**config.mk**
```make
export PLATFORM = sky130hd
export DESIGN_NAME = led_chaser
export DESIGN_NICKNAME = d
export VERILOG_FILES = /design/src/rtl/led_chaser_pkg.sv /design/src/rtl/rise_detect.sv /design/src/rtl/led_chaser.sv
export SDC_FILE = /design/constraint.sdc
export NUM_CORES = 1
export LEC_CHECK = 0
export BUFFER_PORTS_ARGS = -buffer_cell sky130_fd_sc_hd__buf_2
export CORE_MARGIN = 5
export CORE_UTILIZATION = 45
export CTS_BUF_LIST = sky130_fd_sc_hd__clkbuf_8
export CTS_CLUSTER_SIZE = 20
export DETAILED_ROUTE_END_ITERATION = 12
export GPL_TIMING_DRIVEN = 1
export PLACE_DENSITY_LB_ADDON = 0.25
export SLEW_MARGIN = 20
export SYNTH_ARGS = -nofsm -noshare
export SYNTH_HDL_FRONTEND = slang
export SYNTH_HIERARCHICAL = 1
export SYNTH_SLANG_ARGS = --single-unit
```
**constraint.sdc**
```tcl
create_clock -name clk -period 1.45 [get_ports clk]
set_input_delay 0.145 -clock clk [delete_from_list [all_inputs] [get_ports clk]]
set_output_delay 0.145 -clock clk [all_outputs]
set_load 0.005 [all_outputs]
```
**src/rtl/led_chaser_pkg.sv**
```systemverilog
// Shared constants for the LED chaser: pattern-select codes and ping-pong direction.
package led_chaser_pkg;

  localparam logic [1:0] MODE_ROT_L = 2'd0;
  localparam logic [1:0] MODE_ROT_R = 2'd1;
  localparam logic [1:0] MODE_PING  = 2'd2;
  localparam logic [1:0] MODE_FILL  = 2'd3;

  typedef enum logic {
    DIR_UP   = 1'b0,
    DIR_DOWN = 1'b1
  } dir_t;

endpackage

```
**src/rtl/rise_detect.sv**
```systemverilog
// Rising-edge detector for a level signal already synchronous to clk.
// The history flop resets to 1 so a level that is high when reset releases
// is not mistaken for a fresh edge.
module rise_detect (
  input  logic clk,
  input  logic reset,
  input  logic level,
  output logic rise
);

  logic tick_q;

  // Track the previous-cycle level of the input.
  always_ff @(posedge clk) begin
    if (reset) begin
      tick_q <= 1'b1;
    end else begin
      tick_q <= level;
    end
  end

  assign rise = level & ~tick_q;

endmodule

```
**src/rtl/led_chaser.sv**
```systemverilog
// LED chaser: advances a WIDTH-bit pattern on each accepted rising edge of
// the divider tick, through rotate-left, rotate-right, ping-pong or bar fill.
// A mode change seen at a step reloads the new mode's start value instead of
// advancing, so the pattern never leaves a legal sequence.
module led_chaser
  import led_chaser_pkg::*;
#(
  parameter int WIDTH = 8
) (
  input  logic             clk,
  input  logic             reset,
  input  logic             tick_in,
  input  logic [1:0]       mode,
  input  logic             pause,
  output logic [WIDTH-1:0] led,
  output logic             step_pulse,
  output logic             wrap
);

  localparam logic [WIDTH-1:0] LED_ONE  = {{(WIDTH-1){1'b0}}, 1'b1};
  localparam logic [WIDTH-1:0] LED_MSB  = {1'b1, {(WIDTH-1){1'b0}}};
  localparam logic [WIDTH-1:0] LED_ZERO = {WIDTH{1'b0}};
  localparam logic [WIDTH-1:0] LED_ALL  = {WIDTH{1'b1}};

  logic             rise;
  logic             step;
  logic [1:0]       mode_q;
  dir_t             dir;
  dir_t             dir_next;
  logic [WIDTH-1:0] start_val;
  logic [WIDTH-1:0] led_next;
  logic             wrap_next;

  rise_detect u_rise_detect (
    .clk   (clk),
    .reset (reset),
    .level (tick_in),
    .rise  (rise)
  );

  // A pause only masks the step; edge history keeps tracking underneath.
  assign step = rise & ~pause;

  // Start value of the requested mode, used when the mode changes at a step.
  always_comb begin
    start_val = LED_ONE;
    case (mode)
      MODE_ROT_R: start_val = LED_MSB;
      MODE_FILL:  start_val = LED_ZERO;
      default:    start_val = LED_ONE;
    endcase
  end

  // Next pattern, next ping-pong direction and wrap flag for the current mode.
  always_comb begin
    led_next  = led;
    dir_next  = dir;
    wrap_next = 1'b0;
    if (mode != mode_q) begin
      led_next  = start_val;
      dir_next  = DIR_UP;
      wrap_next = 1'b0;
    end else begin
      case (mode_q)
        MODE_ROT_L: begin
          led_next  = {led[WIDTH-2:0], led[WIDTH-1]};
          wrap_next = led[WIDTH-1];
        end
        MODE_ROT_R: begin
          led_next  = {led[0], led[WIDTH-1:1]};
          wrap_next = led[0];
        end
        MODE_PING: begin
          case (dir)
            DIR_UP: begin
              led_next = {led[WIDTH-2:0], 1'b0};
              // Turn around on the same step that lands on the MSB.
              if (led[WIDTH-2]) begin
                dir_next = DIR_DOWN;
              end else begin
                dir_next = DIR_UP;
              end
            end
            DIR_DOWN: begin
              led_next = {1'b0, led[WIDTH-1:1]};
              // Landing back on bit0 completes one full period.
              if (led[1]) begin
                dir_next  = DIR_UP;
                wrap_next = 1'b1;
              end else begin
                dir_next  = DIR_DOWN;
                wrap_next = 1'b0;
              end
            end
            default: begin
              led_next = LED_ONE;
              dir_next = DIR_UP;
            end
          endcase
        end
        MODE_FILL: begin
          if (led == LED_ALL) begin
            led_next  = LED_ZERO;
            wrap_next = 1'b1;
          end else begin
            led_next  = {led[WIDTH-2:0], 1'b1};
            wrap_next = 1'b0;
          end
        end
        default: begin
          led_next  = LED_ONE;
          wrap_next = 1'b0;
        end
      endcase
    end
  end

  // Ping-pong direction state register.
  always_ff @(posedge clk) begin
    if (reset) begin
      dir <= DIR_UP;
    end else if (step) begin
      dir <= dir_next;
    end
  end

  // Pattern, latched mode and one-cycle status pulses.
  always_ff @(posedge clk) begin
    if (reset) begin
      led        <= LED_ONE;
      mode_q     <= MODE_ROT_L;
      step_pulse <= 1'b0;
      wrap       <= 1'b0;
    end else begin
      step_pulse <= step;
      wrap       <= step & wrap_next;
      if (step) begin
        led    <= led_next;
        mode_q <= mode;
      end
    end
  end

endmodule

```
==> run metrics <==
status=finished clean; worst-path fanout max=3; Remaining Overflow, GRT=0; io pins=16; multi-input logic area=508 um2; Leak Pwr=0.499 nW; end-of-flow core utilization=63.3%; drt wl/cell=13.9 um; final worst slack=0.0299 ns; share of post-route cells with drive strength above 1=35.4%; die height=53.5 um; Iter 0 DRT Violations=37; 1st-pass router iterations=4; clock latency on the worst-skew pair=0.25 ns; WS Path Type=reg -> reg; RSZ-0062 raised after global routing=true; crit path time final=1.42 ns; Slew Viols, Final=0; Hold Path Class=in -> reg; Final setup viols=0; drt total wl=2.16 mm; CTS tree=done; peak supply drop=662 uV; # port buffers=15; DRC=0; Worst Setup Start Kind=flip-flop; first-pass GRT wire length=3.62 mm; Final Hold Viols=0; Critical R2R Launch=led[6]$_SDFFE_PP0P_; die footprint=0.00286 mm2; initial antenna violation count=0; max_cap viols=0; core area=0.00176 mm2; Root Driver=clkbuf_8; GP Congestion=0.810; # fillers=179; nets=137; Hold Crit Start=tick_in; Critical Path Source=led[6]$_SDFFE_PP0P_; CTS Hold Bufs=0; Setup Slack @ Placement=0.0430 ns; Max Clk Rate=0.704 GHz; number of synthesized register bits=14; ANT cells=0; Area Growth Syn to Fin=31.5%; clk sink count=14; initial core utilization=48.2%; Final Skew=0.00541 ns; cell area after synthesis=850 um2; Arrival @ worst endpoint=1.55 ns; cells after synthesis=97; CTS Buf Count=3; total track usage=18.0%; period utilisation layout=97.9%; final antenna-violating net count=0; Synth cell types=34; Cell Rows=15; Worst-path clk slew=0.05 ns; largest net degree at the start of global routing=11; Worst setup EP type=flip-flop; WP data required=1.58 ns; sequential cell area=283 um2; Mean Syn Cell Area=8.76 um2; Yosys warning total=6; post-DP HPWL=1.58 mm; Synth Net Count=103; DR vias/cell=5.70; Worst-Margin Slew=0.483 ns; Max H-tree Level=1; CTS max path bufs=2; vias in the first global route=810; power density over the cells=758 mW/mm2; vias post-DR=884; register area share after synthesis=33.0%; Worst slew margin=67.7%; Die Width=53.5 um
-- worst max-delay path, cell delays in order, from the launching register on --
cell and delay [ns]:
dfxtp_1 0.33, nand4_1 0.16, o211a_1 0.30, a221o_1 0.31
a22o_1 0.21
-- final timing paths --
| check | slack, ns | end | depth (start not counted) |
|---|---|---|---|
| max | 0.03 | led[6]$_SDFFE_PP0P_ | 4 |
| min | 0.1 | u_rise_detect/tick_q$_SDFF_PP1_ | 2 |
| max reg2reg | 0.03 | led[6]$_SDFFE_PP0P_ | 4 |
| min reg2reg | 0.51 | mode_q[0]$_SDFFE_PP0P_ | 2 |
-- synthesized netlist by cell type (all sizes together) --
| master | number | area [um2] |
|---|---|---|
| dfxtp | 14 | 280 |
| nand2 | 8 | 30.0 |
| nor2 | 7 | 26.3 |
| a22o | 6 | 53.8 |
| inv | 6 | 22.5 |
| mux2i | 6 | 60.1 |
| nand3 | 6 | 30.0 |
| a21oi | 5 | 25.0 |
| o221ai | 5 | 43.8 |
| buf | 4 | 38.8 |
| o21ai | 4 | 20.0 |
| nor3 | 3 | 15.0 |
| a211oi | 2 | 15.0 |
| and2 | 2 | 12.5 |
| nand4 | 2 | 12.5 |
| or2 | 2 | 12.5 |
| xor2 | 2 | 17.5 |
| a221o | 1 | 10.0 |
| a311o | 1 | 10.0 |
| a311oi | 1 | 8.76 |
| and2b | 1 | 7.51 |
| and3b | 1 | 8.76 |
| clkbuf | 1 | 7.51 |
| mux4 | 1 | 22.5 |
| nand2b | 1 | 6.26 |
| nor2b | 1 | 6.26 |
| nor3b | 1 | 7.51 |
| nor4 | 1 | 21.3 |
| o211a | 1 | 10.0 |
| o211ai | 1 | 7.51 |
-- report_power, final --
group          leakage (nW)  internal [mW]  switching, mW
registers             0.114          0.390        0.00369
logic                 0.356         0.0334         0.0442
clock network        0.0288          0.240          0.135
total                 0.499          0.664          0.183
-- state kept, by name, indices dropped and copies added (netlist names) --
register              cells
wrap                      1
step_pulse                1
u_rise_detect/tick_q      1
dir                       1
led                       8
mode_q                    2
-- cells in the final DEF, fill, tap and decap left out, types with 2 or more instances in the layout --
cell type and count:
a211oi_1 2, a21oi_1 5, a22o_1 5, and2_1 2, buf_2 15, buf_4 19
clkbuf_8 4, dfxtp_1 12, dfxtp_2 2, inv_1 6, mux2i_1 6, nand2_1 8
nand3_1 6, nand4_1 2, nor2_1 7, nor3_1 2, o21ai_0 3, o221ai_1 5
xor2_1 2
-- area by class of cell --
class                   instances  share of cell area, %
clock buffers                   4                   4.93
inverters                       6                   2.02
multi-input cells              72                   45.5
flip-flops and latches         14                   25.3
well taps                      25                   2.80
repair buffers                 34                   19.5
-- timing repair --
item | CTS | global route
gates resized for setup | 0 | 4
buffers inserted | 0 | 0
endpoints found under the setup margin | 0 | 8
-- metal layers --
metal	up-vias	global-route usage, %	wire length (um)
met5	-	0	0
met4	0	8.51	38
met3	4	6.20	178
met2	49	28.0	986
met1	403	22.0	954
li1	428	-	-
-- logic make-up after synthesis --
family	after synthesis	share of synthesized area, %
AO/OA/AOI/OAI	27	24.0
multiplexers	7	9.72
buffers and inverters	11	8.10
flip-flops	14	33.0
AND/OR/NAND/NOR	36	23.1
XOR/XNOR	2	2.06
-- per-stage QoR --
stage	hold slack [ns]	power, mW	cells	TNS (ns)	cell area [um2]
3_3_place_gp	0.340	0.474	151	0	1050
6_report	0.0965	0.847	155	0	1120
4_1_cts	0.0969	0.853	155	0	1110
5_1_grt	0.101	0.894	155	-0.00781	1120
2_1_floorplan	0.242	0.448	97	0	850
3_5_place_dp	0.349	0.475	151	0	1050
Note: power is estimated with default switching activity, not from simulation.
